===== src/rtl/button_evt_pkg.sv =====
// Shared event-type codes, button FSM states and the in-button priority
// picker used by the button event scheduler.
package button_evt_pkg;

  localparam logic [1:0] EVT_PRESS   = 2'd0;
  localparam logic [1:0] EVT_LONG    = 2'd1;
  localparam logic [1:0] EVT_REPEAT  = 2'd2;
  localparam logic [1:0] EVT_RELEASE = 2'd3;

  typedef enum logic [1:0] {
    ST_IDLE  = 2'd0,
    ST_HELD  = 2'd1,
    ST_LHELD = 2'd2
  } btn_state_t;

  // Pending bits are indexed by event code, so the lowest set bit is the
  // highest-priority event: PRESS > LONG > REPEAT > RELEASE.
  function automatic logic [1:0] first_type(input logic [3:0] pend);
    if (pend[EVT_PRESS])       return EVT_PRESS;
    else if (pend[EVT_LONG])   return EVT_LONG;
    else if (pend[EVT_REPEAT]) return EVT_REPEAT;
    else                       return EVT_RELEASE;
  endfunction

endpackage


===== src/rtl/button_event_scheduler_rr_arbiter.sv =====
// Combinational round-robin arbiter: grants the first requester found
// searching upward from i_ptr, wrapping back to 0.
module rr_arbiter #(
  parameter int N = 4
) (
  input  logic [N-1:0] i_req,
  input  logic [3:0]   i_ptr,
  output logic [N-1:0] o_gnt,
  output logic [3:0]   o_idx,
  output logic         o_any
);

  // Two passes: ptr..N-1 first, then 0..ptr-1, so the wrap needs no modulo.
  always_comb begin
    // NOTE: every output gets a default before the search so no path leaves
    // it unassigned, which would otherwise infer a latch.
    o_gnt = '0;
    o_idx = '0;
    o_any = 1'b0;
    for (int j = 0; j < N; j++) begin
      if (!o_any && i_req[j] && (j >= int'(i_ptr))) begin
        o_any    = 1'b1;
        o_idx    = 4'(j);
        o_gnt[j] = 1'b1;
      end
    end
    for (int j = 0; j < N; j++) begin
      if (!o_any && i_req[j]) begin
        o_any    = 1'b1;
        o_idx    = 4'(j);
        o_gnt[j] = 1'b1;
      end
    end
  end

endmodule


===== src/rtl/button_event_scheduler.sv =====
// Converts debounced per-button down/up pulses into PRESS/LONG/REPEAT/RELEASE
// events and serialises them onto one registered valid/ready port.
module button_event_scheduler
  import button_evt_pkg::*;
#(
  parameter int N_BTN    = 4,
  parameter int CNT_W    = 24,
  parameter int LONG_CNT = 12_000_000,
  parameter int REP_CNT  = 3_000_000
) (
  input  logic             clk,
  input  logic             rst,
  input  logic [N_BTN-1:0] btn_down,
  input  logic [N_BTN-1:0] btn_up,
  input  logic             rep_en,
  output logic             evt_valid,
  input  logic             evt_ready,
  output logic [3:0]       evt_btn,
  output logic [1:0]       evt_type,
  output logic [N_BTN-1:0] ovf,
  input  logic             ovf_clr
);

  localparam logic [CNT_W-1:0] LONG_LAST = CNT_W'(LONG_CNT - 1);
  localparam logic [CNT_W-1:0] REP_LAST  = CNT_W'(REP_CNT - 1);

  logic [N_BTN-1:0][3:0] w_pend;
  logic [N_BTN-1:0]      w_req;
  logic [N_BTN-1:0]      w_gnt;
  logic [3:0]            w_gnt_idx;
  logic                  w_any;
  logic [3:0]            w_gnt_pend;
  logic [1:0]            w_gnt_type;
  logic                  w_load;
  logic                  w_take;
  logic [4:0]            w_ptr_inc;
  logic [3:0]            w_ptr_nxt;

  logic                  r_valid;
  logic [3:0]            r_btn;
  logic [1:0]            r_type;
  logic [3:0]            r_rr_ptr;

  for (genvar i = 0; i < N_BTN; i++) begin : g_btn
    btn_state_t       r_state, w_state_nxt;
    logic [CNT_W-1:0] r_cnt, w_cnt_nxt;
    logic [3:0]       w_post, w_clr, r_pend;
    logic             w_coalesce, r_ovf;

    // Button FSM next state, hold counter and event posting.
    always_comb begin
      w_state_nxt = r_state;
      w_cnt_nxt   = r_cnt;
      w_post      = 4'b0000;
      case (r_state)
        ST_IDLE: begin
          if (btn_down[i]) begin
            w_state_nxt       = ST_HELD;
            w_cnt_nxt         = '0;
            w_post[EVT_PRESS] = 1'b1;
          end
        end
        ST_HELD: begin
          if (btn_up[i]) begin
            w_state_nxt         = ST_IDLE;
            w_cnt_nxt           = '0;
            w_post[EVT_RELEASE] = 1'b1;
          end else if (r_cnt == LONG_LAST) begin
            w_state_nxt      = ST_LHELD;
            w_cnt_nxt        = '0;
            w_post[EVT_LONG] = 1'b1;
          end else begin
            w_cnt_nxt = r_cnt + 1'b1;
          end
        end
        ST_LHELD: begin
          if (btn_up[i]) begin
            w_state_nxt         = ST_IDLE;
            w_cnt_nxt           = '0;
            w_post[EVT_RELEASE] = 1'b1;
          end else if (r_cnt == REP_LAST) begin
            w_cnt_nxt          = '0;
            w_post[EVT_REPEAT] = rep_en;
          end else begin
            w_cnt_nxt = r_cnt + 1'b1;
          end
        end
        default: begin
          w_state_nxt = ST_IDLE;
          w_cnt_nxt   = '0;
        end
      endcase
    end

    // A grant clears its bit in the same edge a new post could set it; the
    // post wins and that is not an overflow.
    assign w_clr      = (w_take && w_gnt[i]) ? (4'b0001 << w_gnt_type) : 4'b0000;
    assign w_coalesce = |(w_post & r_pend & ~w_clr);

    // FSM state, counter, pending bits and sticky overflow registers.
    always_ff @(posedge clk) begin
      // NOTE: sequential state uses non-blocking assignments so every
      // register samples pre-edge values regardless of statement order.
      if (rst) begin
        r_state <= ST_IDLE;
        r_cnt   <= '0;
        r_pend  <= 4'b0000;
        r_ovf   <= 1'b0;
      end else begin
        r_state <= w_state_nxt;
        r_cnt   <= w_cnt_nxt;
        r_pend  <= (r_pend & ~w_clr) | w_post;
        r_ovf   <= w_coalesce | (r_ovf & ~ovf_clr);
      end
    end

    assign w_pend[i] = r_pend;
    assign w_req[i]  = |r_pend;
    assign ovf[i]    = r_ovf;
  end

  rr_arbiter #(.N(N_BTN)) u_arb (
    .i_req (w_req),
    .i_ptr (r_rr_ptr),
    .o_gnt (w_gnt),
    .o_idx (w_gnt_idx),
    .o_any (w_any)
  );

  // Pending bits of the granted button, selected via the one-hot grant.
  always_comb begin
    w_gnt_pend = 4'b0000;
    for (int i = 0; i < N_BTN; i++) begin
      if (w_gnt[i]) w_gnt_pend = w_gnt_pend | w_pend[i];
    end
  end

  assign w_gnt_type = first_type(w_gnt_pend);
  assign w_load     = !r_valid || evt_ready;
  assign w_take     = w_load && w_any;
  assign w_ptr_inc  = {1'b0, w_gnt_idx} + 5'd1;
  assign w_ptr_nxt  = (w_ptr_inc == 5'(N_BTN)) ? 4'd0 : w_ptr_inc[3:0];

  // Output event register and round-robin pointer; fields hold while stalled.
  always_ff @(posedge clk) begin
    if (rst) begin
      r_valid  <= 1'b0;
      r_btn    <= 4'd0;
      r_type   <= 2'd0;
      r_rr_ptr <= 4'd0;
    end else if (w_load) begin
      if (w_any) begin
        r_valid  <= 1'b1;
        r_btn    <= w_gnt_idx;
        r_type   <= w_gnt_type;
        r_rr_ptr <= w_ptr_nxt;
      end else begin
        r_valid  <= 1'b0;
      end
    end
  end

  assign evt_valid = r_valid;
  assign evt_btn   = r_btn;
  assign evt_type  = r_type;

endmodule


===== config.mk =====
export PLATFORM = sky130hd
export DESIGN_NAME = button_event_scheduler
export DESIGN_NICKNAME = d
export VERILOG_FILES = /design/src/rtl/button_evt_pkg.sv /design/src/rtl/button_event_scheduler_rr_arbiter.sv /design/src/rtl/button_event_scheduler.sv
export SDC_FILE = /design/constraint.sdc
export NUM_CORES = 1
export LEC_CHECK = 0
export CAP_MARGIN = 40
export CORE_UTILIZATION = 36
export DETAILED_ROUTE_END_ITERATION = 8
export GPL_TIMING_DRIVEN = 0
export PLACE_DENSITY_LB_ADDON = 0.25
export SETUP_SLACK_MARGIN = 0.5
export SLEW_MARGIN = 40
export SYNTH_ARGS = -nofsm -noshare
export SYNTH_HDL_FRONTEND = slang
export SYNTH_SLANG_ARGS = --single-unit
export TNS_END_PERCENT = 10

===== constraint.sdc =====
create_clock -name clk -period 2.65 [get_ports clk]
set_input_delay 0.795 -clock clk [delete_from_list [all_inputs] [get_ports clk]]
set_output_delay 0.795 -clock clk [all_outputs]
set_load 0.01 [all_outputs]

==> flow_metrics.py <==
metrics = {
    "power": {
        "internal-power_mw": 3.94,
        "seqPwrFrac_pct": 38.0,
        "powerDensity_nw_per_um2": 540,
        "pwr-share-comb_pct": 17.5,
        "vdd_drop_max_mv": 0.528,
        "leakagePower_nw": 3.40,
        "clock_power_share_pct": 44.5,
        "p_sw_mw": 1.54,
        "switching_share_pct": 28.1,
        "total_power_mw": 5.48,
    },
    "timing": {
        "worstMarginPinSlew_ns": 0.800,
        "max_slew_margin_pct": 46.7,
        "skew_ns": 0.0112,
        "fin_crit_ns": 2.40,
        "fmax_ghz": 0.417,
        "finalHoldViolCount": 0,
        "grt_setup_unrepaired": "yes",
        "setup-violations-final": 0,
        "drv_slew": 0,
        "finalSetupTns_ns": 0,
        "fin_crit_sh_pct": 90.5,
        "holdWs_ns": 0.462,
    },
    "global_routing": {
        "grt_max_degree": 17,
        "antenna_found_initial": 0,
        "grt_pass1_wl_mm": 37.4,
        "grt_pass1_vias": 7311,
        "track_usage_pct": 21.3,
        "grt_overflow": 0,
    },
    "synthesis": {
        "yosys_most_used_dff": "dfxtp_1",
        "synth_area_leaders": "dfxtp_1 (34%), a21oi_1 (6.5%), o21ai_0 (5.5%)",
        "synth_area_sq_um": 7670,
        "synth_area_per_cell_sq_um": 7.70,
        "synth_async_sr_flop_share_pct": 0,
        "synth_edf_count": 0,
        "yosysWarningCount": 0,
        "synthCells": 996,
        "yosysTopAreaCell": "dfxtp_1",
        "yosysSeqAreaShare_pct": 34.4,
        "synth-seq-cells": 132,
        "synth_cell_types": 79,
        "synth.top_cell.area_share_pct": 34.4,
    },
    "route": {
        "vias": 7951,
        "vias_per_cell": 5.76,
        "wirelength_mm": 23.4,
        "post_drt_wl_per_cell_um": 16.9,
        "dr.first_iter.drc_count": 676,
        "drc": 0,
        "ant_nets": 0,
        "first_pass_iters": 5,
    },
    "cts": {
        "clock_sinks": 132,
        "clockBufferDepth": 2,
        "clkTransAtPathRegs_ns": 0.06,
        "clk_latency_ns": 0.43,
        "htree_levels": 4,
        "root_buffer": "clkbuf_16",
        "cts_hold_buf": 0,
        "tritoncts": "built",
        "cts-buffers-inserted": 17,
    },
    "flow_run": {
        "maxCapViolCount": 0,
    },
    "min_path": {
        "hold_class": "reg -> reg",
        "hold_path_depth": 2,
    },
    "setup_path": {
        "start_kind": "input pin",
        "r2r_cells": 9,
        "cp.arrival_ns": 2.74,
        "path_class": "in -> reg",
        "cp-end-kind": "register",
        "cp_max_fo": 10,
        "cp.required_ns": 2.99,
    },
    "die": {
        "core_sq_um": 21000,
        "start_util_pct": 36.6,
        "row_count": 53,
        "die_height_um": 148,
        "die_w_um": 148,
        "dieArea_sq_um": 21900,
        "pin_count": 24,
    },
    "place": {
        "placed_area_sq_um": 8270,
        "gp_congestion": 0.858,
        "port-buffer-count": 20,
        "dp_hpwl_mm": 15.2,
    },
    "cells_and_area": {
        "drive_gt1_share_pct": 23.6,
        "area_growth_pct": 32.2,
        "fin_area_sq_um": 10100,
        "n_antenna_cell": 0,
        "nets": 1123,
    },
    "outcome": {
        "status": "finished clean",
    },
}
## worst paths after layout
| check | from | end | slack, ns |
|---|---|---|---|
| setup / recovery | btn_up[1] | g_btn[1].r_cnt[17] | 0.25 |
| hold / removal | evt_type[0] | evt_type[0] | 0.46 |
| setup reg to reg | g_btn[1].r_cnt[0] | g_btn[1].r_cnt[17] | 0.26 |
| hold reg to reg | evt_type[0] | evt_type[0] | 0.46 |
## sequential cells by signal, summed over array words and instances, names as in the netlist
name           cells
r_rr_ptr           3
evt_btn            2
g_btn.r_pend      16
g_btn.r_cnt       96
g_btn.r_ovf        4
evt_valid          1
evt_type           2
g_btn.r_state      8
## worst max-delay path, cell delays in order
cell,delay (ns)
clkdlybuf4s50_1,0.54
nand3b_1,0.25
a21o_1,0.18
buf_4,0.17
or4b_2,0.65
a21oi_2,0.16
## synth_stat cells, types with 3 or more instances
| cell type | number |
|---|---|
| clkbuf_1 | 27 |
| nand4_1 | 23 |
| ha_1 | 17 |
| buf_4 | 10 |
| nor3_1 | 27 |
| nand3b_1 | 19 |
| or3_1 | 20 |
| xor2_1 | 13 |
| nand2_1 | 90 |
| nor3b_1 | 9 |
| o21a_1 | 3 |
| inv_1 | 28 |
| o21ai_0 | 84 |
| o31ai_1 | 7 |
| a211oi_1 | 7 |
| nand4b_1 | 4 |
| o2111ai_1 | 7 |
| nor4_1 | 14 |
| nor4b_1 | 10 |
| a311oi_1 | 7 |
| xnor2_1 | 6 |
| nand3_1 | 40 |
| a21oi_1 | 100 |
| buf_2 | 10 |
| nor4_2 | 4 |
| and3_1 | 12 |
| and4_1 | 6 |
| or4_1 | 11 |
| a41oi_1 | 5 |
| or2_2 | 4 |
| a21o_1 | 9 |
| dfxtp_1 | 132 |
| o211ai_1 | 8 |
| nor2_1 | 104 |
| a31oi_1 | 17 |
| a22oi_1 | 12 |
| nor2b_1 | 12 |
| nand2b_1 | 9 |
| and2_1 | 16 |
## metrics by stage
step	setup slack [ns]	cells	utilization (%)
final	0.251	1381	48.4
after global routing	0.162	1381	48.4
after CTS	0.266	1362	46.2
after detailed placement	-0.762	1293	39.5
after global placement	-0.738	1292	39.4
after floorplan	0.433	997	-
## power groups by stage
stage	Clock, mW	Combinational, mW	Sequential (mW)
floorplan	0	0.483	2.12
global placement	0	0.714	2.12
detailed placement	0	0.715	2.12
CTS	2.47	0.890	2.08
global route	2.57	1.03	2.09
finish	2.44	0.959	2.08
## layout make-up
class                      count  area, sq um
buffer                        53          380
clock buffer                  20          447
clock inverter                12          156
fill                        2057        10800
inverter                      28          105
multi-input combinational    784         5330
sequential                   132         2710
tap                          275          344
timing repair buffer          77          668
## kinds of logic after synthesis
logic type,count (synthesis),synth area share (%)
buffers and inverters,81,4.91
DFF,132,34.4
muxes,2,0.261
adders and majority gates,17,2.77
xor gates and xnor gates,19,2.17
other,1,0.0489
AOI/OAI and AO/OA,290,23.1
and+or+nand+nor,454,32.3
## timing repair
item / CTS / global route
pin swaps: 42 / 24
setup buffers: 37 / 17
gates cloned: 0 / 2
setup endpoints to repair: 125 / 126
resized for setup: 132 / 96
## cells in the final DEF, fill, tap and decap left out, types with 11 or more instances in the layout
cell             instances
and3_1                  12
or3_1                   18
and2_1                  16
clkdlybuf4s50_1         16
a21oi_1                 93
dfxtp_1                 95
ha_1                    13
inv_1                   27
nand3b_1                19
clkbuf_16               17
o21ai_0                 74
nand4_1                 23
nor3_1                  23
a31oi_1                 14
dfxtp_2                 27
xor2_1                  13
nand3_1                 36
clkbuf_1                19
nor2_1                 103
nand2_1                 84
buf_4                   58
buf_6                   18
nor4_4                  11
## per-layer routing
metal  track usage [%]  wire length [um]
met3              3.09               969
met1              28.8             11000
met2              34.5             11000
met5                 0                 0
met4              7.27               392
(Power assumes the default switching activity.)
